--- src/rtl/piano_pkg.sv ---
// Shared types and constants for the piano UART transmit path.
package piano_pkg;

    localparam logic [7:0] SYNC_BYTE = 8'hA5;
    localparam logic [7:0] TYPE_NOTE = 8'h01;
    localparam logic [7:0] TYPE_CMD  = 8'h02;
    localparam logic [7:0] NOTE_NONE = 8'hFF;

    typedef enum logic [2:0] {
        IDLE,
        LAUNCH,
        SEND,
        WAIT_ACK,
        WAIT_DONE
    } tx_state_t;

    typedef enum logic {
        GRANT_NOTE = 1'b0,
        GRANT_CMD  = 1'b1
    } grant_t;

    // Byte at position idx of a packet: SYNC, TYPE, PAYLOAD, CHK (TYPE ^ PAYLOAD).
    function automatic logic [7:0] pkt_byte(input logic [1:0] idx,
                                            input logic [7:0] sync,
                                            input logic [7:0] typ,
                                            input logic [7:0] payload);
        case (idx)
            2'd0:    pkt_byte = sync;
            2'd1:    pkt_byte = typ;
            2'd2:    pkt_byte = payload;
            default: pkt_byte = typ ^ payload;
        endcase
    endfunction

endpackage

--- src/rtl/piano_pkt_serializer.sv ---
// Sequences one snapshotted 4-byte packet into the UART using the
// tx_start / tx_busy handshake, with a timeout if tx_busy never rises.
module piano_pkt_serializer #(
    parameter int unsigned ACK_TIMEOUT = 16,
    parameter logic [7:0]  SYNC_BYTE   = piano_pkg::SYNC_BYTE
) (
    input  logic       clk,
    input  logic       reset,
    input  logic       launch,
    input  logic [7:0] pkt_type,
    input  logic [7:0] pkt_payload,
    input  logic       tx_busy,
    output logic [7:0] tx_data,
    output logic       tx_start,
    output logic       pkt_active,
    output logic       ser_idle
);
    import piano_pkg::*;

    localparam int TMO_W = (ACK_TIMEOUT > 1) ? $clog2(ACK_TIMEOUT) : 1;
    localparam logic [TMO_W-1:0] TMO_LAST = TMO_W'(ACK_TIMEOUT - 1);

    tx_state_t        state_q, state_d;
    logic [1:0]       idx_q, idx_d;
    logic [TMO_W-1:0] tmo_q, tmo_d;
    logic [7:0]       type_q, type_d;
    logic [7:0]       payload_q, payload_d;
    logic [7:0]       data_q, data_d;
    logic             active_q, active_d;
    logic             byte_done;

    assign tx_data    = data_q;
    assign pkt_active = active_q;
    assign ser_idle   = (state_q == IDLE);

    // Next-state, byte sequencing and the start pulse.
    always_comb begin
        state_d   = state_q;
        idx_d     = idx_q;
        tmo_d     = tmo_q;
        type_d    = type_q;
        payload_d = payload_q;
        data_d    = data_q;
        active_d  = active_q;
        tx_start  = 1'b0;
        byte_done = 1'b0;
        case (state_q)
            IDLE: begin
                if (launch) begin
                    type_d    = pkt_type;
                    payload_d = pkt_payload;
                    idx_d     = 2'd0;
                    active_d  = 1'b1;
                    state_d   = LAUNCH;
                end
            end
            LAUNCH: begin
                data_d  = pkt_byte(2'd0, SYNC_BYTE, type_q, payload_q);
                state_d = SEND;
            end
            SEND: begin
                if (!tx_busy) begin
                    tx_start = 1'b1;
                    tmo_d    = '0;
                    state_d  = WAIT_ACK;
                end
            end
            WAIT_ACK: begin
                if (tx_busy) begin
                    state_d = WAIT_DONE;
                end else if (tmo_q == TMO_LAST) begin
                    // UART never acknowledged; treat the byte as sent.
                    byte_done = 1'b1;
                end else begin
                    tmo_d = tmo_q + TMO_W'(1);
                end
            end
            WAIT_DONE: begin
                if (!tx_busy) begin
                    byte_done = 1'b1;
                end
            end
            default: state_d = IDLE;
        endcase
        if (byte_done) begin
            if (idx_q == 2'd3) begin
                state_d  = IDLE;
                active_d = 1'b0;
            end else begin
                idx_d   = idx_q + 2'd1;
                data_d  = pkt_byte(idx_q + 2'd1, SYNC_BYTE, type_q, payload_q);
                state_d = SEND;
            end
        end
    end

    // Serializer state registers.
    always_ff @(posedge clk) begin
        if (reset) begin
            state_q   <= IDLE;
            idx_q     <= '0;
            tmo_q     <= '0;
            type_q    <= '0;
            payload_q <= '0;
            data_q    <= '0;
            active_q  <= 1'b0;
        end else begin
            state_q   <= state_d;
            idx_q     <= idx_d;
            tmo_q     <= tmo_d;
            type_q    <= type_d;
            payload_q <= payload_d;
            data_q    <= data_d;
            active_q  <= active_d;
        end
    end

endmodule

--- src/rtl/piano_tx_scheduler.sv ---
// Owns the UART: note dedup and periodic re-send, a one-deep command slot,
// round-robin arbitration, and the packet serializer.
module piano_tx_scheduler #(
    parameter int unsigned REPEAT_CYCLES = 20_000_000,
    parameter int unsigned ACK_TIMEOUT   = 16,
    parameter logic [7:0]  SYNC_BYTE     = piano_pkg::SYNC_BYTE
) (
    input  logic       clk,
    input  logic       reset,
    input  logic       note_valid,
    input  logic [7:0] note_code,
    input  logic       cmd_valid,
    input  logic [7:0] cmd_code,
    output logic       cmd_ready,
    input  logic       tx_busy,
    output logic [7:0] tx_data,
    output logic       tx_start,
    output logic       pkt_active,
    output logic [7:0] note_drops
);
    import piano_pkg::*;

    localparam int RPT_W = $clog2(REPEAT_CYCLES);
    // Pending is raised one count early so the re-send lands exactly
    // REPEAT_CYCLES after the previous launch; the timer then holds at R-1.
    localparam logic [RPT_W-1:0] RPT_SET  = RPT_W'(REPEAT_CYCLES - 2);
    localparam logic [RPT_W-1:0] RPT_HOLD = RPT_W'(REPEAT_CYCLES - 1);

    logic [7:0]       last_sent_q, last_sent_d;
    logic             pending_q, pending_d;
    logic [7:0]       pend_note_q, pend_note_d;
    logic [RPT_W-1:0] repeat_q, repeat_d;
    logic [7:0]       drops_q, drops_d;
    logic             cmd_full_q, cmd_full_d;
    logic [7:0]       cmd_code_q, cmd_code_d;
    grant_t           last_grant_q, last_grant_d;

    logic             ser_idle;
    logic             launch;
    logic             grant_note;
    logic             launch_note;
    logic [7:0]       pkt_type;
    logic [7:0]       pkt_payload;

    assign cmd_ready   = !cmd_full_q;
    assign note_drops  = drops_q;
    assign pkt_type    = grant_note ? TYPE_NOTE : TYPE_CMD;
    assign pkt_payload = grant_note ? pend_note_q : cmd_code_q;

    // Arbitration, note dedup, repeat timer and command slot.
    always_comb begin
        last_sent_d  = last_sent_q;
        pending_d    = pending_q;
        pend_note_d  = pend_note_q;
        repeat_d     = repeat_q;
        drops_d      = drops_q;
        cmd_full_d   = cmd_full_q;
        cmd_code_d   = cmd_code_q;
        last_grant_d = last_grant_q;
        launch       = 1'b0;
        grant_note   = 1'b0;

        if (ser_idle && (pending_q || cmd_full_q)) begin
            launch = 1'b1;
            if (pending_q && cmd_full_q) begin
                grant_note = (last_grant_q == GRANT_CMD);
            end else begin
                grant_note = pending_q;
            end
            last_grant_d = grant_note ? GRANT_NOTE : GRANT_CMD;
        end
        launch_note = launch && grant_note;

        if (launch_note) begin
            last_sent_d = pend_note_q;
            pending_d   = 1'b0;
            repeat_d    = '0;
        end else if (last_sent_q != NOTE_NONE && !pending_q) begin
            if (repeat_q >= RPT_SET) begin
                pending_d   = 1'b1;
                pend_note_d = last_sent_q;
                repeat_d    = RPT_HOLD;
            end else begin
                repeat_d = repeat_q + RPT_W'(1);
            end
        end

        // Compare against the post-launch last_sent so a note held across
        // its own launch does not re-arm itself.
        if (note_valid) begin
            if (note_code != last_sent_d) begin
                if (pending_q && !launch_note && pend_note_q != note_code &&
                    drops_q != 8'hFF) begin
                    drops_d = drops_q + 8'd1;
                end
                pending_d   = 1'b1;
                pend_note_d = note_code;
            end else begin
                pending_d = 1'b0;
            end
        end

        if (launch && !grant_note) begin
            cmd_full_d = 1'b0;
        end
        if (cmd_valid && !cmd_full_q) begin
            cmd_full_d = 1'b1;
            cmd_code_d = cmd_code;
        end
    end

    // Scheduler state registers.
    always_ff @(posedge clk) begin
        if (reset) begin
            last_sent_q  <= NOTE_NONE;
            pending_q    <= 1'b0;
            pend_note_q  <= NOTE_NONE;
            repeat_q     <= '0;
            drops_q      <= '0;
            cmd_full_q   <= 1'b0;
            cmd_code_q   <= '0;
            last_grant_q <= GRANT_CMD;
        end else begin
            last_sent_q  <= last_sent_d;
            pending_q    <= pending_d;
            pend_note_q  <= pend_note_d;
            repeat_q     <= repeat_d;
            drops_q      <= drops_d;
            cmd_full_q   <= cmd_full_d;
            cmd_code_q   <= cmd_code_d;
            last_grant_q <= last_grant_d;
        end
    end

    piano_pkt_serializer #(
        .ACK_TIMEOUT (ACK_TIMEOUT),
        .SYNC_BYTE   (SYNC_BYTE)
    ) u_ser (
        .clk         (clk),
        .reset       (reset),
        .launch      (launch),
        .pkt_type    (pkt_type),
        .pkt_payload (pkt_payload),
        .tx_busy     (tx_busy),
        .tx_data     (tx_data),
        .tx_start    (tx_start),
        .pkt_active  (pkt_active),
        .ser_idle    (ser_idle)
    );

endmodule

--- config.mk ---
export PLATFORM = sky130hd
export DESIGN_NAME = piano_tx_scheduler
export DESIGN_NICKNAME = d
export VERILOG_FILES = /design/src/rtl/piano_pkg.sv /design/src/rtl/piano_pkt_serializer.sv /design/src/rtl/piano_tx_scheduler.sv
export SDC_FILE = /design/constraint.sdc
export NUM_CORES = 1
export LEC_CHECK = 0
export CAP_MARGIN = 40
export CORE_MARGIN = 1
export CORE_UTILIZATION = 44
export CTS_CLUSTER_SIZE = 20
export DETAILED_ROUTE_END_ITERATION = 6
export MAX_ROUTING_LAYER = met4
export SETUP_SLACK_MARGIN = 0.15
export SLEW_MARGIN = 10
export SYNTH_ARGS = -nofsm -noshare
export SYNTH_HDL_FRONTEND = slang
export SYNTH_HIERARCHICAL = 1
export SYNTH_SLANG_ARGS = --single-unit
--- constraint.sdc ---
create_clock -name clk -period 2.6 [get_ports clk]
set_input_delay 0.52 -clock clk [delete_from_list [all_inputs] [get_ports clk]]
set_output_delay 0.52 -clock clk [all_outputs]
set_load 0.005 [all_outputs]
==> impl_metrics.json <==
{
  "ir_drop_mv": 0.499,
  "ys.warnings.count": 6,
  "h-tree-depth": 3,
  "overflow": 0,
  "worst-path-max-fanout": 7,
  "path_clk_slew_ps": 60,
  "critical_path_arrival_ps": 2590,
  "post_drt_wl_per_cell_um": 15.2,
  "numCtsBuffers": 9,
  "drt-vias-per-instance": 5.54,
  "dp_hpwl_mm": 8.66,
  "postCtsHoldBufs": 0,
  "final_antenna_net_count": 0,
  "syn_inst": 618,
  "port-buffer-count": 39,
  "period_needed_ps": 2360,
  "relSlewSlack_pct": 55.4,
  "fmax_ghz": 0.424,
  "status": "finished clean",
  "synthFlopType": "dfxtp_1",
  "clkLatencyLatePin_ps": 350,
  "drv_cap": 0,
  "grt_pass1_wl_mm": 20.2,
  "antenna_found_initial": 0,
  "initial_utilization_pct": 45.8,
  "crit_top_cell": "buf_4",
  "yosysSeqAreaShare_pct": 37.4,
  "worst-path-buf-inv": 2,
  "powerDensity_nw_per_um2": 762,
  "fin_area_um2": 5940,
  "rsz0062_at_grt": "no",
  "whs_path_depth": 2,
  "io-pin-count": 40,
  "async_flop_share_pct": 0,
  "ys_types": 69,
  "dpl_worst_slack_ps": -0.617,
  "ctsResizeCount": 0,
  "path_delay_family": "simple AND/OR/NAND/NOR gates",
  "routabilityCongestion": 0.821,
  "vias": 4475,
  "ctsLongestPathBuffers": 2,
  "grt_util_all_layers_pct": 22.5,
  "drive_above_1_share_pct": 8.68,
  "cts-root-buf": "clkbuf_16",
  "worst_pin_slew_ps": 669,
  "synth_seq_cells": 94,
  "mostFrequentLayoutCell": "dfxtp_1",
  "layout_common_cells": "dfxtp_1, nand2_1, a21oi_1",
  "area_growth_pct": 18.2,
  "drtPass1Iterations": 4,
  "seq_area_um2": 1880,
  "nets": 693,
  "drt-total-wl_mm": 12.3,
  "crit_type": "reg -> reg",
  "core_area_um2": 11000,
  "r2r_cells": 9,
  "required_ps": 2830,
  "hold_violations": 0,
  "power.total_mw": 4.53,
  "die_height_um": 109,
  "rows": 38,
  "path_depth": 9,
  "synth_edf_count": 0,
  "antenna_cells": 0,
  "cts_tree": "built",
  "cpMaxStageDelayCell": "or3_4",
  "finalCritPeriodShare_pct": 90.6,
  "dpl-instance-area_um2": 5610,
  "grt_pass1_vias": 4116,
  "cp-end-kind": "register",
  "clock-sinks": 94,
  "post-cts-setup-buffers": 0,
  "netlist_area_um2": 5030,
  "hold_path_class": "reg -> reg",
  "multi_input_area_um2": 2940,
  "worstPathCellList": "nor3_1, buf_4, nand2_2, or3_4, a21oi_2, nor4_4, buf_4, a211oi_1, mux2_1",
  "initialDrtViolationCount": 206,
  "grt_max_degree": 37,
  "startpoint_type": "register",
  "finalSetupViolCount": 0,
  "skew_ps": 6.05,
  "drv_slew": 0,
  "fin_ws_ps": 244,
  "p_leak_nw": 2.23,
  "fin_util_pct": 54.1,
  "dieArea_um2": 11900,
  "syn_area_per_cell_um2": 8.13,
  "fp.dieW_um": 109,
  "fillers": 1051,
  "drc": 0,
  "critPathMaxStageDelay_ps": 400
}
stage by stage:
step,instances,hold WS (ps),setup TNS [ps]
2_1_floorplan,623,437,0
5_1_grt,808,489,0
6_report,808,457,0
3_5_place_dp,793,449,-0.617
3_3_place_gp,793,445,0
4_1_cts,808,458,0
cell families after synthesis:
logic type      after synthesis  share of synthesized area (%)
compound gates              144                           18.8
xor+xnor                     25                           4.36
fa+ha+maj                     8                           1.99
buf+inv                      53                           4.95
flops                        94                           37.4
mux                          19                           3.96
other cells                   1                         0.0746
simple gates                274                           28.4
cell type report:
type,count,area share (%)
inverters,24,1.52
clock buffers,11,3.92
repair buffers,59,9.22
clock inverters,4,1.22
well taps,140,2.95
multi-input cells,476,49.5
flip-flops and latches,94,31.7
path summary, 6_finish.rpt:
check	to	slack [ps]	from
worst max-delay path	note_drops[4]$_SDFFE_PP0P_	240	u_ser/state_q[2]$_SDFFE_PP0P_
worst min-delay path	u_ser/tx_data[7]$_SDFF_PP0_	460	u_ser/tx_data[7]$_SDFF_PP0_
worst max register to register	note_drops[4]$_SDFFE_PP0P_	240	u_ser/state_q[2]$_SDFFE_PP0P_
worst min register to register	u_ser/tx_data[7]$_SDFF_PP0_	460	u_ser/tx_data[7]$_SDFF_PP0_
tightest hold or removal path: stages (launching register included):
cell and delay (ps):
dfxtp_1 310, inv_1 50, a211oi_1 50
where the power goes:
group	internal, mW	switching (mW)	total, mW
combinational	0.554	0.801	1.36
sequential	1.63	0.163	1.79
clock	0.836	0.543	1.38
per-layer routing:
layer,vias up,share of wire [%],global-route usage [%],wire length [um]
met5,-,0,-,0
met4,0,0.93,5.31,114
met3,10,3.8,5.68,463
met2,93,47,34.8,5710
met1,2103,49,29.4,5970
li1,2269,-,-,-
state kept, by name (all words and copies together) (netlist names), 2 cells and up:
| signal | flops |
|---|---|
| u_ser/state_q | 3 |
| u_ser/idx_q | 2 |
| u_ser/payload_q | 8 |
| note_drops | 8 |
| repeat_q | 25 |
| last_sent_q | 8 |
| u_ser/tmo_q | 4 |
| cmd_code_q | 8 |
| pend_note_q | 8 |
| u_ser/type_q | 8 |
| u_ser/tx_data | 8 |
cells in the mapped netlist, types with 9 or more instances:
master	count	share of area (%)
xnor2_1	14	2.4
mux2i_1	12	2.4
nor2_1	50	3.7
clkbuf_1	15	1.1
nor3b_1	10	1.5
xor2_1	11	1.9
nand4_1	18	2.2
a21oi_1	54	5.4
inv_1	21	1.6
nor3_1	14	1.4
nand2_1	93	6.9
nand2b_1	9	1.1
nand3_1	19	1.9
dfxtp_1	94	37
a211oi_1	20	3.0
and3_1	10	1.2
o21ai_0	26	2.6
nor2b_1	20	2.5
Power figures use the tool's default switching activity.
